File: config.mk
export PLATFORM = sky130hd
export DESIGN_NAME = double_serializador_n
export DESIGN_NICKNAME = d
export VERILOG_FILES = /design/src/rtl/double_serializador_n.sv
export SDC_FILE = /design/constraint.sdc
export NUM_CORES = 1
export LEC_CHECK = 0
export CORE_UTILIZATION = 30
export DETAILED_ROUTE_END_ITERATION = 10
export DONT_BUFFER_PORTS = 1
export SYNTH_ARGS = -nofsm -noshare
export SYNTH_HDL_FRONTEND = slang
export SYNTH_SLANG_ARGS = --single-unit
File: constraint.sdc
create_clock -name clock -period 4.4 [get_ports clock]
set_clock_uncertainty 0.15 [all_clocks]
set_input_delay 0.66 -clock clock [delete_from_list [all_inputs] [get_ports clock]]
set_output_delay 0.66 -clock clock [all_outputs]
set_load 0.01 [all_outputs]
File: src/rtl/double_serializador_n.sv
// Half-word serializer: captures an N-bit word on start and offers its two halves on a valid/ready port.
// Optional even-parity output on the offered half when DOUBLE_SERIALIZADOR_PARITY_EN is defined.
module double_serializador_n #(
    parameter int N         = 8,
    parameter bit LOW_FIRST = 1'b1
) (
    input  logic           clock,
    input  logic           clear,
    input  logic           start,
    input  logic [N-1:0]   D,
    input  logic           half_ready,
    output logic [N/2-1:0] D_half,
    output logic           half_valid,
    output logic           is_high,
    output logic           busy,
`ifdef DOUBLE_SERIALIZADOR_PARITY_EN
    output logic           done,
    output logic           half_parity
`else
    output logic           done
`endif
);

    localparam int H = N / 2;

    typedef enum logic [1:0] {
        IDLE   = 2'd0,
        FIRST  = 2'd1,
        SECOND = 2'd2,
        DONE   = 2'd3
    } state_t;

    state_t       state;
    state_t       next_state;
    logic [N-1:0] word;
    logic [H-1:0] low_half;
    logic [H-1:0] high_half;
    logic         transfer;

    assign low_half  = word[H-1:0];
    assign high_half = word[N-1:H];
    assign transfer  = half_valid && half_ready;

    // The word register only loads on an accepted start, so D is ignored while busy.
    always_ff @(posedge clock) begin
        if (clear) begin
            state <= IDLE;
            word  <= '0;
        end else begin
            state <= next_state;
            if (state == IDLE && start) begin
                word <= D;
            end
        end
    end

    always_comb begin
        next_state = state;
        case (state)
            IDLE:    if (start)    next_state = FIRST;
            FIRST:   if (transfer) next_state = SECOND;
            SECOND:  if (transfer) next_state = DONE;
            DONE:                  next_state = IDLE;
            default:               next_state = IDLE;
        endcase
    end

    // Outputs depend only on registered state and the captured word.
    always_comb begin
        D_half     = '0;
        half_valid = 1'b0;
        is_high    = 1'b0;
        busy       = 1'b0;
        done       = 1'b0;
        case (state)
            FIRST: begin
                half_valid = 1'b1;
                busy       = 1'b1;
                is_high    = !LOW_FIRST;
                D_half     = LOW_FIRST ? low_half : high_half;
            end
            SECOND: begin
                half_valid = 1'b1;
                busy       = 1'b1;
                is_high    = LOW_FIRST;
                D_half     = LOW_FIRST ? high_half : low_half;
            end
            DONE: begin
                busy = 1'b1;
                done = 1'b1;
            end
            default: begin
                D_half = '0;
            end
        endcase
    end

`ifdef DOUBLE_SERIALIZADOR_PARITY_EN
    // D_half is forced to zero whenever no half is offered, so parity is zero there too.
    assign half_parity = ^D_half;
`endif

endmodule

==> impl_metrics.py <==
metrics = {
    "clocking": {
        "cts_hold_buffers": 0,
        "path_clk_slew_ns": 0.06,
        "clock_latency_ns": 0.26,
        "clock_sinks": 10,
        "clock_path_buffers": 2,
        "cts_resized": 0,
        "post_cts_buffers": 0,
        "cts_buffers": 3,
        "ctsHtreeMaxLevel": 1,
        "cts_tree": "done",
        "root_buffer": "clkbuf_4",
    },
    "synthesis": {
        "synth_edf_count": 0,
        "synth-seq-area-share": 0.3874,
        "synthTopCellsByArea": "dfxtp_1 (39%), ha_1 (9.7%), nand2_1 (8.0%)",
        "yosysTopAreaCell": "dfxtp_1",
        "synth_warnings": 0,
        "synthFlopType": "dfxtp_1",
        "ys_ff_latch": 10,
        "synthTopCellsByCount": "nand2_1 (11), dfxtp_1 (10), a21oi_1 (8), nand3_1 (8), inv_1 (5)",
        "async_reset_ff_frac": 0,
        "yosysMostFrequentCell": "nand2_1",
        "synth_top_area_frac": 0.3874,
        "syn_avg_cell_area_um2": 8.335,
        "synth.distinct_cells": 15,
        "syn_nets": 78,
        "synth_cells": 62,
        "synth_area_um2": 516.7,
    },
    "global_routing": {
        "grt_max_degree": 13,
        "first_global_vias": 369,
        "antenna_found_initial": 0,
        "grt_pass1_wl_um": 1662,
        "grt_util_all_layers": 0.1291,
        "globalRouteOverflowTotal": 0,
    },
    "floorplanning": {
        "die_x_um": 43.50,
        "start_util": 0.3315,
        "io_pins": 20,
        "rows": 14,
        "die_h_um": 43.50,
        "die-area_um2": 1892,
        "core_area_um2": 1559,
    },
    "timing": {
        "max_clock_freq_mhz": 437.6,
        "tightestPinTransition_ns": 0.4282,
        "hold_viol": 0,
        "rsz0062_at_grt": "no",
        "post-route-period-util": 0.5193,
        "tns_ns": 0,
        "finalSetupViolations": 0,
        "slew_headroom": 0.7145,
        "drv_slew": 0,
        "final.min_clock_period_ns": 2.285,
        "setup_slack_ns": 2.115,
    },
    "routing": {
        "antenna_left": 0,
        "via_per_inst": 5.256,
        "drtIter0Drc": 7,
        "routed_wl_um": 1056,
        "dr.pass1.iters": 7,
        "post-route-drc-count": 4,
        "post_drt_wl_per_cell_um": 13.54,
        "vias": 410,
    },
    "worst_setup_path": {
        "r2r_slack_ns": 2.73,
        "critPathArrivalTime_ns": 1.48,
        "cp_data_required_time_ns": 3.59,
        "reg2reg_from": "state[0]$_SDFFE_PP0P_",
        "critical_path_class": "reg2out",
        "worstSetupEndpointType": "primary output",
        "start_kind": "flip-flop",
        "path_max_fanout": 7,
        "reg2reg_depth": 5,
        "r2r-end": "state[0]$_SDFFE_PP0P_",
    },
    "pwr": {
        "power_density_nw_per_um2": 684.0,
        "leakage_nw": 0.2080,
        "ir_worst_vdd_mv": 0.3045,
    },
    "hold_path": {
        "hold_end": "word[6]$_SDFFE_PP0P_",
        "hold_path.class": "reg2reg",
        "holdPathStages": 2,
        "min-delay-start": "word[6]$_SDFFE_PP0P_",
    },
    "outcome": {
        "run_status": "finished, violations left",
        "violations": "design-rule violations",
    },
    "placement": {
        "io_buffers": 0,
        "dp_slack_ns": 2.364,
        "gp_congestion": 0.6297,
        "hpwl_um": 755.5,
    },
    "final_layout": {
        "final_util": 0.3459,
        "syn2layout_area_growth_pct": 4.358,
        "drive_above_1_share": 0.09677,
        "nets": 80,
        "antenna_cells": 0,
    },
    "run": {
        "cap_violations": 0,
    },
}
[sequential cells by signal, indices dropped and copies added (netlist names)]
signal / count
state: 2
word: 8
[cells in the final DEF (no fill, tap or decap)]
cell,instances
a22oi_1,4
dfxtp_1,10
mux2i_1,1
nand3_1,8
a2bb2oi_2,1
clkbuf_4,3
or2_2,1
nor2b_1,4
nand2_1,11
o221a_1,1
a21oi_1,8
inv_1,5
a21oi_2,1
ha_1,4
[worst max path at each step]
stage	from	end	slack, ns	cells past startpoint
after floorplan	state[0]$_SDFFE_PP0P_	D_half[0]	2.54	3
after global placement	state[1]$_SDFFE_PP0P_	D_half[1]	2.41	3
after detailed placement	state[1]$_SDFFE_PP0P_	D_half[1]	2.36	3
after CTS	state[1]$_SDFFE_PP0P_	D_half[1]	2.07	3
after global routing	state[1]$_SDFFE_PP0P_	D_half[1]	2.01	3
final	state[1]$_SDFFE_PP0P_	D_half[1]	2.11	3
[critical path, cell delays in order, from the launching register on]
cell	delay (ns)
dfxtp_1	0.38
inv_1	0.08
ha_1	0.47
nor2b_1	0.29
[metal layers]
metal / part of all wire / vias to the layer above / wire, um / global-route usage
li1: - / 211 / - / -
met1: 0.45 / 177 / 474 / 0.1542
met2: 0.43 / 20 / 451 / 0.1818
met3: 0.11 / 2 / 117 / 0.08333
met4: 0.011 / 0 / 12 / 0.05625
met5: 0 / - / 0 / 0
[metrics by stage]
stage / cell area [um2] / instances / hold WS (ns) / total power, mW
2_1_floorplan: 516.7 / 62 / 0.2860 / 0.2850
3_3_place_gp: 516.7 / 75 / 0.2876 / 0.3077
3_5_place_dp: 516.7 / 75 / 0.2933 / 0.3128
4_1_cts: 539.3 / 78 / 0.2964 / 0.3761
5_1_grt: 539.3 / 78 / 0.2874 / 0.3998
6_report: 539.3 / 78 / 0.3004 / 0.3688
[layout make-up]
cell class	count	area, um2
Clock buffer	3	22.52
Tap cell	16	20.02
Fill cell	175	1020
Multi-Input combinational cell	44	277.8
Sequential cell	10	200.2
Inverter	5	18.77
[kinds of logic (layout without fill, tap and decap cells)]
| kind of cell | Yosys count | after routing | synth area share |
|---|---|---|---|
| buffers and inverters | 8 | 8 | 0.07505 |
| adders and majority gates | 4 | 4 | 0.09686 |
| muxes | 1 | 1 | 0.01937 |
| DFF | 10 | 10 | 0.3874 |
| and+or+nand+nor | 24 | 24 | 0.2179 |
| AOI/OAI and AO/OA | 15 | 15 | 0.2034 |
[power by group]
part / switching (mW) / internal (mW) / total [mW]
registers: 0.0146 / 0.113 / 0.127
logic: 0.110 / 0.0704 / 0.181
clock network: 0.0294 / 0.0315 / 0.0609
total: 0.154 / 0.215 / 0.369
Power figures use the tool's default switching activity.
